`src/rtl/ioctl_upload_streamer.sv`:
```
// Streams core-side RAM bytes back to the HPS over the ioctl upload port; fixed MEM_LAT read path.
// Latency: MEM_LAT+2 cycles in-range, 2 cycles out-of-range; ioctl_wait is the only backpressure. Optional CRC via UPLOAD_CRC_EN.
module ioctl_upload_streamer #(
    parameter int          AW       = 16,
    parameter int          MEM_LAT  = 1,
    parameter int          IMG_SIZE = 256,
    parameter logic [7:0]  FILL     = 8'hFF
) (
    input  logic          clk_sys,
    input  logic          reset_n,
    input  logic          ioctl_upload,
    input  logic          ioctl_rd,
    input  logic [24:0]   ioctl_addr,
    output logic [7:0]    ioctl_din,
    output logic          ioctl_wait,
    output logic [AW-1:0] mem_addr,
    output logic          mem_rd,
    input  logic [7:0]    mem_q,
    output logic [AW:0]   bytes_sent,
    output logic          done,
    output logic          err
`ifdef UPLOAD_CRC_EN
    ,
    output logic [15:0]   crc
`endif
);

    typedef enum logic [1:0] {IDLE, FETCH, LAT, HOLD} state_t;

    localparam logic [24:0] IMG_LIM  = 25'(IMG_SIZE);
    localparam logic [1:0]  LAT_INIT = 2'(MEM_LAT - 1);

    state_t        state_q, state_d;
    logic [AW-1:0] addr_q, addr_d;
    logic [1:0]    cnt_q, cnt_d;
    logic [7:0]    din_q, din_d;
    logic          wait_q, wait_d;
    logic [AW:0]   bytes_q, bytes_d;
    logic          done_q, done_d;
    logic          err_q, err_d;
    logic          upload_q;
    logic          rise, fall;
`ifdef UPLOAD_CRC_EN
    logic [15:0]   crc_q, crc_d;

    function automatic logic [15:0] crc_byte(input logic [15:0] c, input logic [7:0] b);
        logic [15:0] r;
        r = c ^ {b, 8'h00};
        for (int i = 0; i < 8; i++) begin
            r = r[15] ? ({r[14:0], 1'b0} ^ 16'h1021) : {r[14:0], 1'b0};
        end
        return r;
    endfunction
`endif

    assign rise = ioctl_upload & ~upload_q;
    assign fall = ~ioctl_upload & upload_q;

    always_comb begin
        state_d = state_q;
        addr_d  = addr_q;
        cnt_d   = cnt_q;
        din_d   = din_q;
        wait_d  = wait_q;
        bytes_d = bytes_q;
        done_d  = 1'b0;
        err_d   = err_q;
`ifdef UPLOAD_CRC_EN
        crc_d   = crc_q;
`endif
        if (rise) begin
            bytes_d = '0;
            err_d   = 1'b0;
`ifdef UPLOAD_CRC_EN
            crc_d   = 16'hFFFF;
`endif
        end
        if (fall) begin
            done_d = 1'b1;
        end

        case (state_q)
            IDLE: begin
                if (ioctl_upload && ioctl_rd) begin
                    addr_d = ioctl_addr[AW-1:0];
                    wait_d = 1'b1;
                    // Range check uses the full 25-bit address before truncation.
                    if (ioctl_addr >= IMG_LIM) begin
                        din_d   = FILL;
                        state_d = HOLD;
                    end else begin
                        state_d = FETCH;
                    end
                end
            end
            FETCH: begin
                cnt_d   = LAT_INIT;
                state_d = LAT;
            end
            LAT: begin
                if (cnt_q == 2'd0) begin
                    din_d   = mem_q;
                    wait_d  = 1'b0;
                    state_d = HOLD;
                end else begin
                    cnt_d = cnt_q - 1'b1;
                end
            end
            HOLD: begin
                wait_d = 1'b0;
                if (bytes_q != '1) begin
                    bytes_d = bytes_q + 1'b1;
                end
`ifdef UPLOAD_CRC_EN
                crc_d = crc_byte(crc_q, din_q);
`endif
                state_d = IDLE;
            end
            default: state_d = IDLE;
        endcase

        if (ioctl_upload && ioctl_rd && (state_q != IDLE)) begin
            err_d = 1'b1;
        end

        // Session dropped while a read is in flight: discard it without counting.
        if (fall && ((state_q == FETCH) || (state_q == LAT))) begin
            state_d = IDLE;
            wait_d  = 1'b0;
            din_d   = din_q;
            cnt_d   = cnt_q;
        end
    end

    always_ff @(posedge clk_sys) begin
        if (!reset_n) begin
            state_q  <= IDLE;
            addr_q   <= '0;
            cnt_q    <= '0;
            din_q    <= '0;
            wait_q   <= 1'b0;
            bytes_q  <= '0;
            done_q   <= 1'b0;
            err_q    <= 1'b0;
            upload_q <= 1'b0;
`ifdef UPLOAD_CRC_EN
            crc_q    <= 16'hFFFF;
`endif
        end else begin
            state_q  <= state_d;
            addr_q   <= addr_d;
            cnt_q    <= cnt_d;
            din_q    <= din_d;
            wait_q   <= wait_d;
            bytes_q  <= bytes_d;
            done_q   <= done_d;
            err_q    <= err_d;
            upload_q <= ioctl_upload;
`ifdef UPLOAD_CRC_EN
            crc_q    <= crc_d;
`endif
        end
    end

    assign mem_rd     = (state_q == FETCH) && ioctl_upload;
    assign mem_addr   = addr_q;
    assign ioctl_din  = din_q;
    assign ioctl_wait = wait_q;
    assign bytes_sent = bytes_q;
    assign done       = done_q;
    assign err        = err_q;
`ifdef UPLOAD_CRC_EN
    assign crc        = crc_q;
`endif

endmodule

```
`config.mk`:
```
export PLATFORM = sky130hd
export DESIGN_NAME = ioctl_upload_streamer
export DESIGN_NICKNAME = d
export VERILOG_FILES = /design/src/rtl/ioctl_upload_streamer.sv
export SDC_FILE = /design/constraint.sdc
export NUM_CORES = 1
export LEC_CHECK = 0
export BUFFER_PORTS_ARGS = -buffer_cell sky130_fd_sc_hd__buf_2
export CAP_MARGIN = 20
export CORE_UTILIZATION = 54
export CTS_BUF_LIST = sky130_fd_sc_hd__clkbuf_2
export DETAILED_ROUTE_END_ITERATION = 10
export PLACE_DENSITY = 0.87
export SYNTH_ARGS = -nofsm -noshare
export SYNTH_HDL_FRONTEND = slang
export SYNTH_SLANG_ARGS = --single-unit
```
`constraint.sdc`:
```
create_clock -name clk_sys -period 4.9 [get_ports clk_sys]
set_input_delay 0.245 -clock clk_sys [delete_from_list [all_inputs] [get_ports clk_sys]]
set_output_delay 0.245 -clock clk_sys [all_outputs]
set_load 0.01 [all_outputs]
```
**After elaboration in Yosys (flattened, before gate mapping)**

Cells that the tools add are included.

- $add $sub $neg: 2
- $lt $le $gt $ge: 1
- Equal/unequal tests: 8
- Mux-type cells: 19
- Bitwise operators: 6
- Reductions and logical operators: 18

Operators with widths:

| operator | number |
|---|---|
| two-way mux 17 bit | 3 |
| greater-or-equal comparator 25 x 9 -> 1 bit (second input constant) | 1 |
| two-way mux 8 bit | 3 |
| adder 17 x 1 -> 17 bit (second input constant) | 1 |
| != test 17 bit (second input constant) | 1 |
| one-hot mux 8 bit (2 select lines) | 1 |
| two-way mux 2 bit | 4 |
| != test 2 bit (second input constant) | 4 |
| one-hot mux 2 bit (4 select lines) | 1 |
| nonzero test 2 bit | 4 |
| AND reduction 3 bit | 2 |
| two-way mux 1 bit | 5 |
| AND reduction 5 bit | 1 |
| == test 2 bit (second input constant) | 2 |
| logical AND 1 bit | 4 |
| zero test 2 bit | 2 |
| NOT 1 bit | 4 |
| one-hot mux 2 bit (2 select lines) | 1 |
| AND reduction 2 bit | 2 |
| one-hot mux 1 bit (3 select lines) | 1 |
| nonzero test 3 bit | 1 |
| bitwise AND 1 bit | 2 |
| == test 2 x 1 -> 1 bit (second input constant) | 1 |
| OR reduction 2 bit | 1 |
| other kinds (2) | 2 |

- Flip-flop bits (word level): 49
- Input port bits: 37
- Output and inout bits: 45
- Logic and storage cells: 63

**Logic depth before layout (Yosys ltp)**

Gate-level depths: netlist of the first run.

- Depth after elaboration: 5
- Mapped depth: 10

**Worst setup path before layout of the first run**

Ideal clock, no wire load.

- Path kind: register to register
- Start point: reg bytes_q[5], in the netlist bytes_sent[5]
- End point: reg bytes_q[15], in the netlist bytes_sent[15]
- Setup time: 0.059 ns
- Data arrival time: 1.911 ns
- Slack: 2.930 ns
- Stages on the path, launching flop included: 10
- Buffers on the path: 1
- Period minus slack after synthesis: 1.970 ns
- Cells stage by stage: dfxtp_1 and4_1 buf_6 nand3_1 nor2_1 ha_1 and4b_1 nand4_4 or4_1 nand2_1

- Longest elaborated chain between the ends: 3
- Elaborated cells between the ends (all ways): 4

Ends and longest elaborated chain:

| what | line | source |
|---|---|---|
| from (decl) | 38 | `logic [AW:0] bytes_q, bytes_d;` |
| from (signal assigned) | 155 | `bytes_q <= bytes_d;` |
| adder 17 x 1 -> 17 bit or != test 17 bit (tied branches) | 112, 111 |  |
| two-way mux 17 bit (*) | 111 | `if (bytes_q != '1) begin` |
| two-way mux 17 bit (*) | 82 | `case (state_q)` |

Mark *: on every way between the ends. The rest lies on a longest branch, timed or not.
A chain may end at the register's enable or synchronous reset.

**Final worst setup path of the first run**

- Start point: reg bytes_q[3], in the netlist bytes_sent[3]
- End point: reg bytes_q[10], in the netlist bytes_sent[10]

The elaborated chain is that of the path after synthesis.

==> results of run 1 <==
-- cell usage after synthesis (2+ instances only) --
cell and number:
sky130_fd_sc_hd__o21ai_1 2, sky130_fd_sc_hd__nand2b_1 2, sky130_fd_sc_hd__o21a_1 2, sky130_fd_sc_hd__o211ai_1 2
sky130_fd_sc_hd__inv_1 6, sky130_fd_sc_hd__clkbuf_1 5, sky130_fd_sc_hd__or4_1 2, sky130_fd_sc_hd__o221a_1 8
sky130_fd_sc_hd__or3_1 2, sky130_fd_sc_hd__nand4_1 7, sky130_fd_sc_hd__buf_2 4, sky130_fd_sc_hd__xor2_1 11
sky130_fd_sc_hd__and4b_1 3, sky130_fd_sc_hd__nor4_1 2, sky130_fd_sc_hd__nand3_1 7, sky130_fd_sc_hd__and2_1 3
sky130_fd_sc_hd__nor2_1 21, sky130_fd_sc_hd__and4_1 2, sky130_fd_sc_hd__nand2_1 43, sky130_fd_sc_hd__dfxtp_1 49
sky130_fd_sc_hd__a21oi_1 20, sky130_fd_sc_hd__mux2i_1 3, sky130_fd_sc_hd__ha_1 8
-- metrics by stage --
stage,setup slack (ns),utilization,std cells,hold slack (ns),power (mW)
floorplan,2.93,-,235,0.367,0.757
global placement,2.60,0.686,354,0.439,0.863
detailed placement,2.47,0.686,354,0.446,0.871
CTS,2.42,0.697,362,0.0117,1.02
global route,2.15,0.702,364,0.00213,1.09
finish,2.36,0.702,364,0.0423,1.02
-- routing by layer --
layer  GRT usage  share of wire
met3      0.0556          0.052
met2       0.388           0.48
met4      0.0870          0.010
met1       0.275           0.46
met5           0              0
-- kinds of logic after synthesis --
group | after synthesis | share of synthesized area
compound gates | 43 | 0.149
xor+xnor | 12 | 0.0488
fa+ha+maj | 8 | 0.0465
buf+inv | 16 | 0.0337
flops | 49 | 0.455
mux | 3 | 0.0139
simple gates | 104 | 0.253
-- registers in the layout, summed over array words and instances, names as in the netlist --
| signal | flops |
|---|---|
| done | 1 |
| cnt_q | 2 |
| bytes_sent | 17 |
| err | 1 |
| ioctl_wait | 1 |
| upload_q | 1 |
| state_q | 2 |
| ioctl_din | 8 |
| mem_addr | 16 |
-- worst paths after layout --
path | start | endpoint | slack [ns] | depth (start not counted)
worst max-delay path | bytes_sent[3] | bytes_sent[10] | 2.36 | 7
worst min-delay path | ioctl_addr[0] | mem_addr[0] | 0.04 | 3
worst max register to register | bytes_sent[3] | bytes_sent[10] | 2.36 | 7
worst min register to register | mem_addr[0] | mem_addr[0] | 0.47 | 2
-- critical path, stage by stage (launching register included) --
cell                      delay (ns)
sky130_fd_sc_hd__dfxtp_1        0.48
sky130_fd_sc_hd__and4_1         0.40
sky130_fd_sc_hd__nand3_1        0.13
sky130_fd_sc_hd__nor2_1         0.13
sky130_fd_sc_hd__ha_1           0.21
sky130_fd_sc_hd__nor2b_1        0.13
sky130_fd_sc_hd__o21ai_1        0.77
sky130_fd_sc_hd__nor2_1         0.14
-- timing repair --
item / 4_1_cts / 5_1_grt
hold endpoints to repair: 0 / 2
endpoints found under the setup margin: 0 / 0
hold buffers: 0 / 2
-- cell type report --
class	count	area (sq um)	area share
multi-input cells	170	1100	0.419
flip-flops and latches	49	981	0.373
repair buffers	83	425	0.162
well taps	48	60.1	0.0229
clock buffers	5	25.0	0.00952
inverters	6	22.5	0.00857
clock inverters	3	12.5	0.00476
-- power groups by stage --
| stage | Sequential, mW | Combinational, mW | Clock [mW] |
|---|---|---|---|
| after floorplan | 0.536 | 0.221 | 0 |
| after global placement | 0.510 | 0.354 | 0 |
| after detailed placement | 0.510 | 0.361 | 0 |
| after CTS | 0.504 | 0.362 | 0.157 |
| after global routing | 0.513 | 0.402 | 0.174 |
| final | 0.504 | 0.359 | 0.153 |
==> run metrics, run 1 <==
VDD IR-drop max between 300 and 400 uV; net count of the finished layout 360; global-route wire length before repair 7.54 mm; number of enable flip-flop cells after synthesis 0; final setup violating endpoints 0; half-perimeter wire length after detailed placement 3.37 mm; dominant cell type by area after synthesis sky130_fd_sc_hd__dfxtp_1; area share of the largest cell type after synthesis 0.455; Clock Tree Root sky130_fd_sc_hd__clkbuf_2; synth warn 0; Crit path arrival time around 2.8 ns; P_leak ~1.2 nW; number of buffers added on ports approximately 80; Internal roughly 660 uW; achievable clock frequency a little under 0.4 GHz; unrepaired setup endpoints after global routing false; Setup TNS Final 0 ns; number of post-CTS setup repair buffers 0; CTS clock-pin slew for the worst setup and hold paths roughly 0.26 ns; switch share 0.353; vias after detailed routing approximately 1900; Placed Instance Area 2570 sq um; number of levels in the clock H-tree 2; wirelength, routed approximately 4.6 mm; TritonCTS clock tree yes; post-synth cell types 44; number of diodes 0; die area around 4200 sq um; DRC violation count after routing 0; Critical Path Sink Type flop; Cell Area, Synth ~2200 sq um; maximum buffer depth of the clock tree 2; number of I/O pins 82; net count after synthesis 280; quantity of gates resized following cts 0; period utilization 0.518; remaining number of nets flagged by the antenna check after routing 0; Flop pwr share 0.496; share of cells above drive strength 1 0.301; clock insertion delay at the later pin of the skew report 0.43 ns; Comb power frac 0.353; routed length per instance 12.5 um; aggregate global routing overflow 0; synthesized instance count approximately 240; total clock buffers created by CTS 5; weighted congestion reported at the end of routability-driven placement about 0.8; critical path required time ~5.2 ns; initial antenna violation count 0; synth-to-layout area growth 22.0%; effective utilization at floorplan 0.576; filler cell count in the final layout about 320; part of the Yosys area used for sequential elements 0.455; 1st-pass router iterations 7; fin crit period around 2.5 ns; Post-Layout Inst Area ~2600 sq um; post-synthesis register bit count 49; die width 65.2 um; vias in the first global route 1720; global-route usage over all layers 0.228; standard cell core area between 3000 and 4000 sq um; Clk pwr share 0.151; most common cell after layout, fill and taps aside sky130_fd_sc_hd__buf_2; biggest area contributors in the synthesized netlist sky130_fd_sc_hd__dfxtp_1, sky130_fd_sc_hd__nand2_1, sky130_fd_sc_hd__a21oi_1; 1st-iter DRT viols 90; Max Fanout on Critical Path 14; worst hold path type in2reg; actual slew at the worst max-slew pin roughly 0.94 ns; result of the run finished clean; CTS Sinks about 50; routed via count divided by cell count ~5.4; highest-count cells in the layout ignoring fill and taps sky130_fd_sc_hd__buf_2, sky130_fd_sc_hd__dfxtp_1, sky130_fd_sc_hd__nand2_1; Rows 22; maximum capacitance violations 0; critical path class reg2reg; fin. max-slew vios 0; Main synth FF type sky130_fd_sc_hd__dfxtp_1; largest net degree at the start of global routing 24; clock tree skew after final layout 0.0416 ns; ratio of total power to cell area 387 nW/um^2; hold violation count in the final report 0; Net Sw Power 359 uW; average cell area after synthesis roughly 9.2 sq um; share of synthesized flip-flops with an asynchronous set or reset 0; die outline height 65.2 um; Worst slew margin 0.368; critical path startpoint category flop
(Power assumes the default switching activity.)
==> inputs of run 2 (changes only) <==
Settings changed: CORE_UTILIZATION 54 to 45, PLACE_DENSITY 0.87 to 0.77.
Clock period 4.9 ns to 2.19 ns, I/O delays scaled along.
==> run 2 against run 1 <==
The run now ends with design-rule violations left. Power increased by 130%. Sequential power rose by 120%. Clock power up 110%. Via count increased by 4.8%. Largest cell class unchanged.
==> run metrics, run 2 (synthesis gave the netlist of run 1 again) <==
result of the run finished with violations; failing checks design-rule violations; maximum buffer depth of the clock tree 2; number of levels in the clock H-tree 2; Largest register FFs 17; post-layout total power roughly 2.3 mW; actual slew at the worst max-slew pin roughly 0.56 ns; global-route wire length before repair between 8 and 9 mm; worst hold path type in2reg; vias after detailed routing approximately 2000; total clock buffers created by CTS 5; critical path's slowest cell sky130_fd_sc_hd__dfxtp_1; achievable clock frequency roughly 0.48 GHz; die area between 5000 and 6000 sq um; number of diodes 0; routed length per instance 12.4 um; weighted congestion reported at the end of routability-driven placement 0.783; period utilization 0.944; Worst path top cell family by delay simple AND/OR/NAND/NOR gates; unrepaired setup endpoints after global routing false; worst hold margin 0.0523 ns; most common cell after layout, fill and taps aside sky130_fd_sc_hd__buf_2; initial antenna violation count 0; CTS clock-pin slew for the worst setup and hold paths about 0.23 ns; remaining number of nets flagged by the antenna check after routing 0; share of cells above drive strength 1 0.294; vias in the first global route ~1900; critical path class reg2reg; die width around 71 um; CTS Sinks 49; P_leak between 1 and 1.5 nW; Crit path arrival time 2.42 ns; quantity of gates resized following cts 0; Max Fanout on Critical Path 6; DRC violation count after routing 5; largest net degree at the start of global routing 17; half-perimeter wire length after detailed placement 3.49 mm; largest stage delay on the critical path about 0.42 ns; routed via count divided by cell count approximately 5.2; maximum capacitance violations 0; clock tree skew after final layout between 0.02 and 0.03 ns; critical path required time around 2.5 ns; standard cell core area ~4500 sq um; highest-count cells in the layout ignoring fill and taps sky130_fd_sc_hd__buf_2, sky130_fd_sc_hd__dfxtp_1, sky130_fd_sc_hd__nand2_1; critical path buffer and inverter count 0; number of buffers added on ports around 80; Non-Filler Instances about 400; 1st-pass router iterations 7; ratio of total power to cell area roughly 800 nW/um^2; synth-to-layout area growth 34.6%; most numerous cell on the critical path sky130_fd_sc_hd__ha_1; fin crit period ~2.1 ns; Rows 24; number of I/O pins 82; aggregate global routing overflow 0; Clock Tree Root sky130_fd_sc_hd__clkbuf_2; series of cell instances along the critical path ha_1, nand4_1, nor2_1, ha_1, and4b_1, nand4_4, or4_1, nand2_1; hold violation count in the final report 0; global-route usage over all layers 0.203; 1st-iter DRT viols between 60 and 70; critical path startpoint category flop; Setup TNS Final 0 ns; effective utilization at floorplan 0.482; Placed Instances roughly 360; fin. max-slew vios 0; wirelength, routed approximately 5 mm; final setup violating endpoints 0; utilization after layout 0.648; die outline height ~71 um; TritonCTS clock tree yes; net count of the finished layout 389; Worst slew margin 0.623; Critical Path Sink Type flop; VDD IR-drop max 560 uV; clock insertion delay at the later pin of the skew report between 0.4 and 0.5 ns
[run 2: power breakdown]
part	switching [mW]	internal, mW	total, mW	leakage, nW
Clock	0.262	0.0652	0.328	0.0247
Combinational	0.462	0.397	0.859	0.898
Sequential	0.0849	1.04	1.13	0.399
[run 2: worst reg2reg max path, delay by kind of cell, from the launching register on]
family                   cells  cell delay [ns]
AND/OR/NAND/NOR              6             1.13
adder cells (fa/ha/maj)      2             0.46
flip-flops                   1             0.42
[run 2: final timing paths]
check	slack, ns	end	cells past startpoint	startpoint
min reg2reg	0.46	mem_addr[0]	2	mem_addr[0]
max	0.12	bytes_sent[15]	8	bytes_sent[0]
min	0.05	state_q[0]	3	reset_n
max reg2reg	0.12	bytes_sent[15]	8	bytes_sent[0]
[run 2: through the flow]
step / instance area, sq um / setup slack [ns]
after CTS: 2900 / 0.133
after floorplan: 2150 / 0.220
after global routing: 2900 / 0.00212
after global placement: 2620 / 0.281
after detailed placement: 2620 / 0.196
final: 2900 / 0.122
[run 2: repair_timing]
| action | CTS | global route |
|---|---|---|
| hold buffers | 25 | 0 |
| buffers inserted | 0 | 0 |
| hold endpoints to repair | 25 | 0 |
[run 2: area by class of cell]
class | instances | area, sq um
clock buffers | 5 | 25.0
clock inverters | 1 | 5.00
fillers | 389 | 1570
inverters | 6 | 22.5
multi-input cells | 170 | 1100
flip-flops and latches | 49 | 981
well taps | 52 | 65.1
repair buffers | 112 | 701
[run 2: metal layers]
metal  share of wire  wire (um)  up-vias  global-route usage
met4          0.0053         26        0              0.0733
li1                -          -     1042                   -
met5               0          0        -                   0
met1            0.45       2220      923               0.248
met3           0.054        263        4              0.0499
met2            0.49       2410       72               0.347
==> inputs of run 3 (changes only) <==
Settings changed: ABC_AREA set to 1, CORE_UTILIZATION 45 to 47, PLACE_DENSITY 0.77 to 0.78.
==> run 3 against run 2 <==
The flow now finishes without violations. Synthesized cell count is 50% higher. First-iteration DRC count is 92% higher. Sequential power hardly changed. Final cell count is 36% higher.
==> run metrics, run 3 <==
average cell area after synthesis just over 7 sq um; highest-count cells in the layout ignoring fill and taps sky130_fd_sc_hd__buf_2, sky130_fd_sc_hd__nand2_1, sky130_fd_sc_hd__nor2_1; Clock Tree Root sky130_fd_sc_hd__clkbuf_2; critical path startpoint category flop; half-perimeter wire length after detailed placement 4.21 mm; Clk pwr share 0.131; worst reg2reg startpoint bytes_sent[4]; area share of the largest cell type after synthesis 0.389; most frequent cells after synthesis sky130_fd_sc_hd__nand2_1, sky130_fd_sc_hd__nor2_1, sky130_fd_sc_hd__dfxtp_1, sky130_fd_sc_hd__inv_1, sky130_fd_sc_hd__a21oi_1; remaining number of nets flagged by the antenna check after routing 0; ratio of total power to cell area slightly below 800 nW/um^2; routed length per instance approximately 11 um; number of I/O pins approximately 80; worst hold path type in2reg; clock insertion delay at the later pin of the skew report roughly 0.43 ns; global-route usage over all layers 0.228; most common cell in the netlist sky130_fd_sc_hd__nand2_1; switch share 0.398; Internal approximately 1.6 mW; result of the run finished clean; critical path buffer and inverter count 4; worst flop-to-flop path endpoint bytes_sent[4]; die width approximately 75 um; effective utilization at floorplan 0.491; setup slack on the worst flop-to-flop path just over 0.2 ns; critical path's slowest cell sky130_fd_sc_hd__dfxtp_2; Post-Layout Inst Area between 3000 and 4000 sq um; beginning of the worst hold path mem_q[0]; critical path required time about 2.5 ns; dominant cell type by area after synthesis sky130_fd_sc_hd__dfxtp_1; synth-to-layout area growth 32.1%; Placed Instances 500; fin. max-slew vios 0; Non-Filler Instances 537; hold-critical path depth 5; P_leak 1.49 nW; TritonCTS clock tree yes; CTS clock-pin slew for the worst setup and hold paths 0.22 ns; net count of the finished layout 511; VDD IR-drop max approximately 710 uV; largest net degree at the start of global routing 33; Rows 26; number of diodes 0; Crit path arrival time 2.31 ns; Worst path top cell family by delay simple AND/OR/NAND/NOR gates; 1st-iter DRT viols 123; Cell Area, Synth between 2000 and 3000 sq um; achievable clock frequency 0.504 GHz; biggest area contributors in the synthesized netlist sky130_fd_sc_hd__dfxtp_1, sky130_fd_sc_hd__nand2_1, sky130_fd_sc_hd__nor2_1; vias after detailed routing 2600; aggregate global routing overflow 0; DRC violation count after routing 0; vias in the first global route between 2000 and 2500; hold violation count in the final report 0; die outline height roughly 75 um; critical path class reg2reg; Flop pwr share 0.438; unrepaired setup endpoints after global routing false; maximum buffer depth of the clock tree 2; global-route wire length before repair between 10 and 15 mm; post-synth cell types 33; final setup violating endpoints 0; largest stage delay on the critical path about 0.39 ns; routed via count divided by cell count a little under 5; Max Fanout on Critical Path 8; most common cell after layout, fill and taps aside sky130_fd_sc_hd__buf_2; share of synthesized flip-flops with an asynchronous set or reset 0; wirelength, routed 6.03 mm; post-synthesis register bit count 49; CTS Sinks 49; weighted congestion reported at the end of routability-driven placement between 0.8 and 0.9; number of buffers added on ports 81; Largest register FFs 17; synthesized instance count around 350; Placed Instance Area about 3000 sq um; Worst slew margin 0.767; Setup TNS Final 0 ns; net count after synthesis 398; part of the Yosys area used for sequential elements 0.389; count of cells along the worst register-to-register path 14; synth warn 0; number of enable flip-flop cells after synthesis 0; series of cell instances along the critical path nand2_2, inv_2, nand4_1, nor2_2, and3_1, ha_1, inv_1, nand2_4, inv_2, nor2_4, nor2_4, inv_2, nor2_1, o21a_1; initial antenna violation count 0; fin crit period slightly below 2 ns; die area ~5700 sq um; Worst Hold Path EP ioctl_din[0]; Critical Path Sink Type flop; worst hold margin around 0.025 ns; Comb power frac 0.431; Net Sw Power 1.05 mW; total clock buffers created by CTS 5; Main synth FF type sky130_fd_sc_hd__dfxtp_1; share of cells above drive strength 1 0.287; standard cell core area between 5000 and 6000 sq um; maximum capacitance violations 0; post-layout total power between 2 and 3 mW; period utilization 0.907; 1st-pass router iterations 4; number of levels in the clock H-tree 2; most numerous cell on the critical path sky130_fd_sc_hd__inv_2; clock tree skew after final layout roughly 0.033 ns; actual slew at the worst max-slew pin 0.345 ns
==> run 3: changes by cell type in the layout (fill, tap and decap cells not counted), sizes merged, moves of 4 or more <==
cell	before	now
a21oi	21	42
nand4	8	4
o21ai	3	25
nand3	7	22
xor2	11	1
o221a	8	0
nand2	43	63
nor2	21	64
inv	6	51
==> run 3: worst max-delay path by stage <==
stage	startpoint	end	cells after the start
floorplan	bytes_sent[4]	bytes_sent[4]	14
global placement	bytes_sent[4]	bytes_sent[4]	14
detailed placement	bytes_sent[4]	bytes_sent[4]	14
CTS	bytes_sent[4]	bytes_sent[4]	14
global route	bytes_sent[4]	bytes_sent[14]	15
finish	bytes_sent[4]	bytes_sent[4]	14
==> run 3: layout make-up <==
type	instances	area [sq um]
Tap cell	70	87.6
Clock inverter	3	12.5
Inverter	51	191
Sequential cell	49	985
Multi-Input combinational cell	242	1290
Timing Repair Buffer	117	743
Clock buffer	5	25.0
Fill cell	468	1800
==> run 3: power groups by stage <==
stage	logic, mW	clock network, mW	registers (mW)
after floorplan	0.799	0	1.23
after global routing	1.28	0.398	1.17
after global placement	1.06	0	1.17
final	1.14	0.346	1.16
after CTS	1.13	0.363	1.15
after detailed placement	1.09	0	1.17
==> run 3: routing by layer <==
layer | up-vias | track usage | part of all wire
met5 | - | 0 | 0
met4 | 0 | 0.0741 | 0.013
met3 | 10 | 0.0423 | 0.044
met2 | 82 | 0.422 | 0.52
met1 | 1157 | 0.265 | 0.43
li1 | 1351 | - | -
==> run 3: what timing repair did <==
item | in CTS | in global routing
hold buffers | 27 | 0
endpoints found under the hold margin | 26 | 0
endpoints found under the setup margin | 0 | 17
gates resized for setup | 0 | 9
setup buffers | 0 | 2
==> run 3: logic make-up (layout without fill, tap and decap cells) <==
kind of cell	after synthesis	after routing	synth area share
adders and majority gates	8	8	0.0396
and+or+nand+nor	158	158	0.294
buffers and inverters	62	176	0.104
xor gates and xnor gates	1	1	0.00347
AOI/OAI and AO/OA	75	75	0.170
DFF	49	49	0.389
==> run 3: metrics by stage <==
stage	utilization	worst slack (ns)
floorplan	-	0.285
global placement	0.583	0.231
detailed placement	0.583	0.0607
CTS	0.643	0.0223
global route	0.649	0.0335
finish	0.649	0.204
==> run 3: worst register-to-register path, delay by kind of cell, from the launching register on <==
kind / cells / cell delay (ns)
compound gates: 1 / 0.09
fa+ha+maj: 1 / 0.15
buf+inv: 4 / 0.31
flops: 1 / 0.39
simple gates: 8 / 0.98
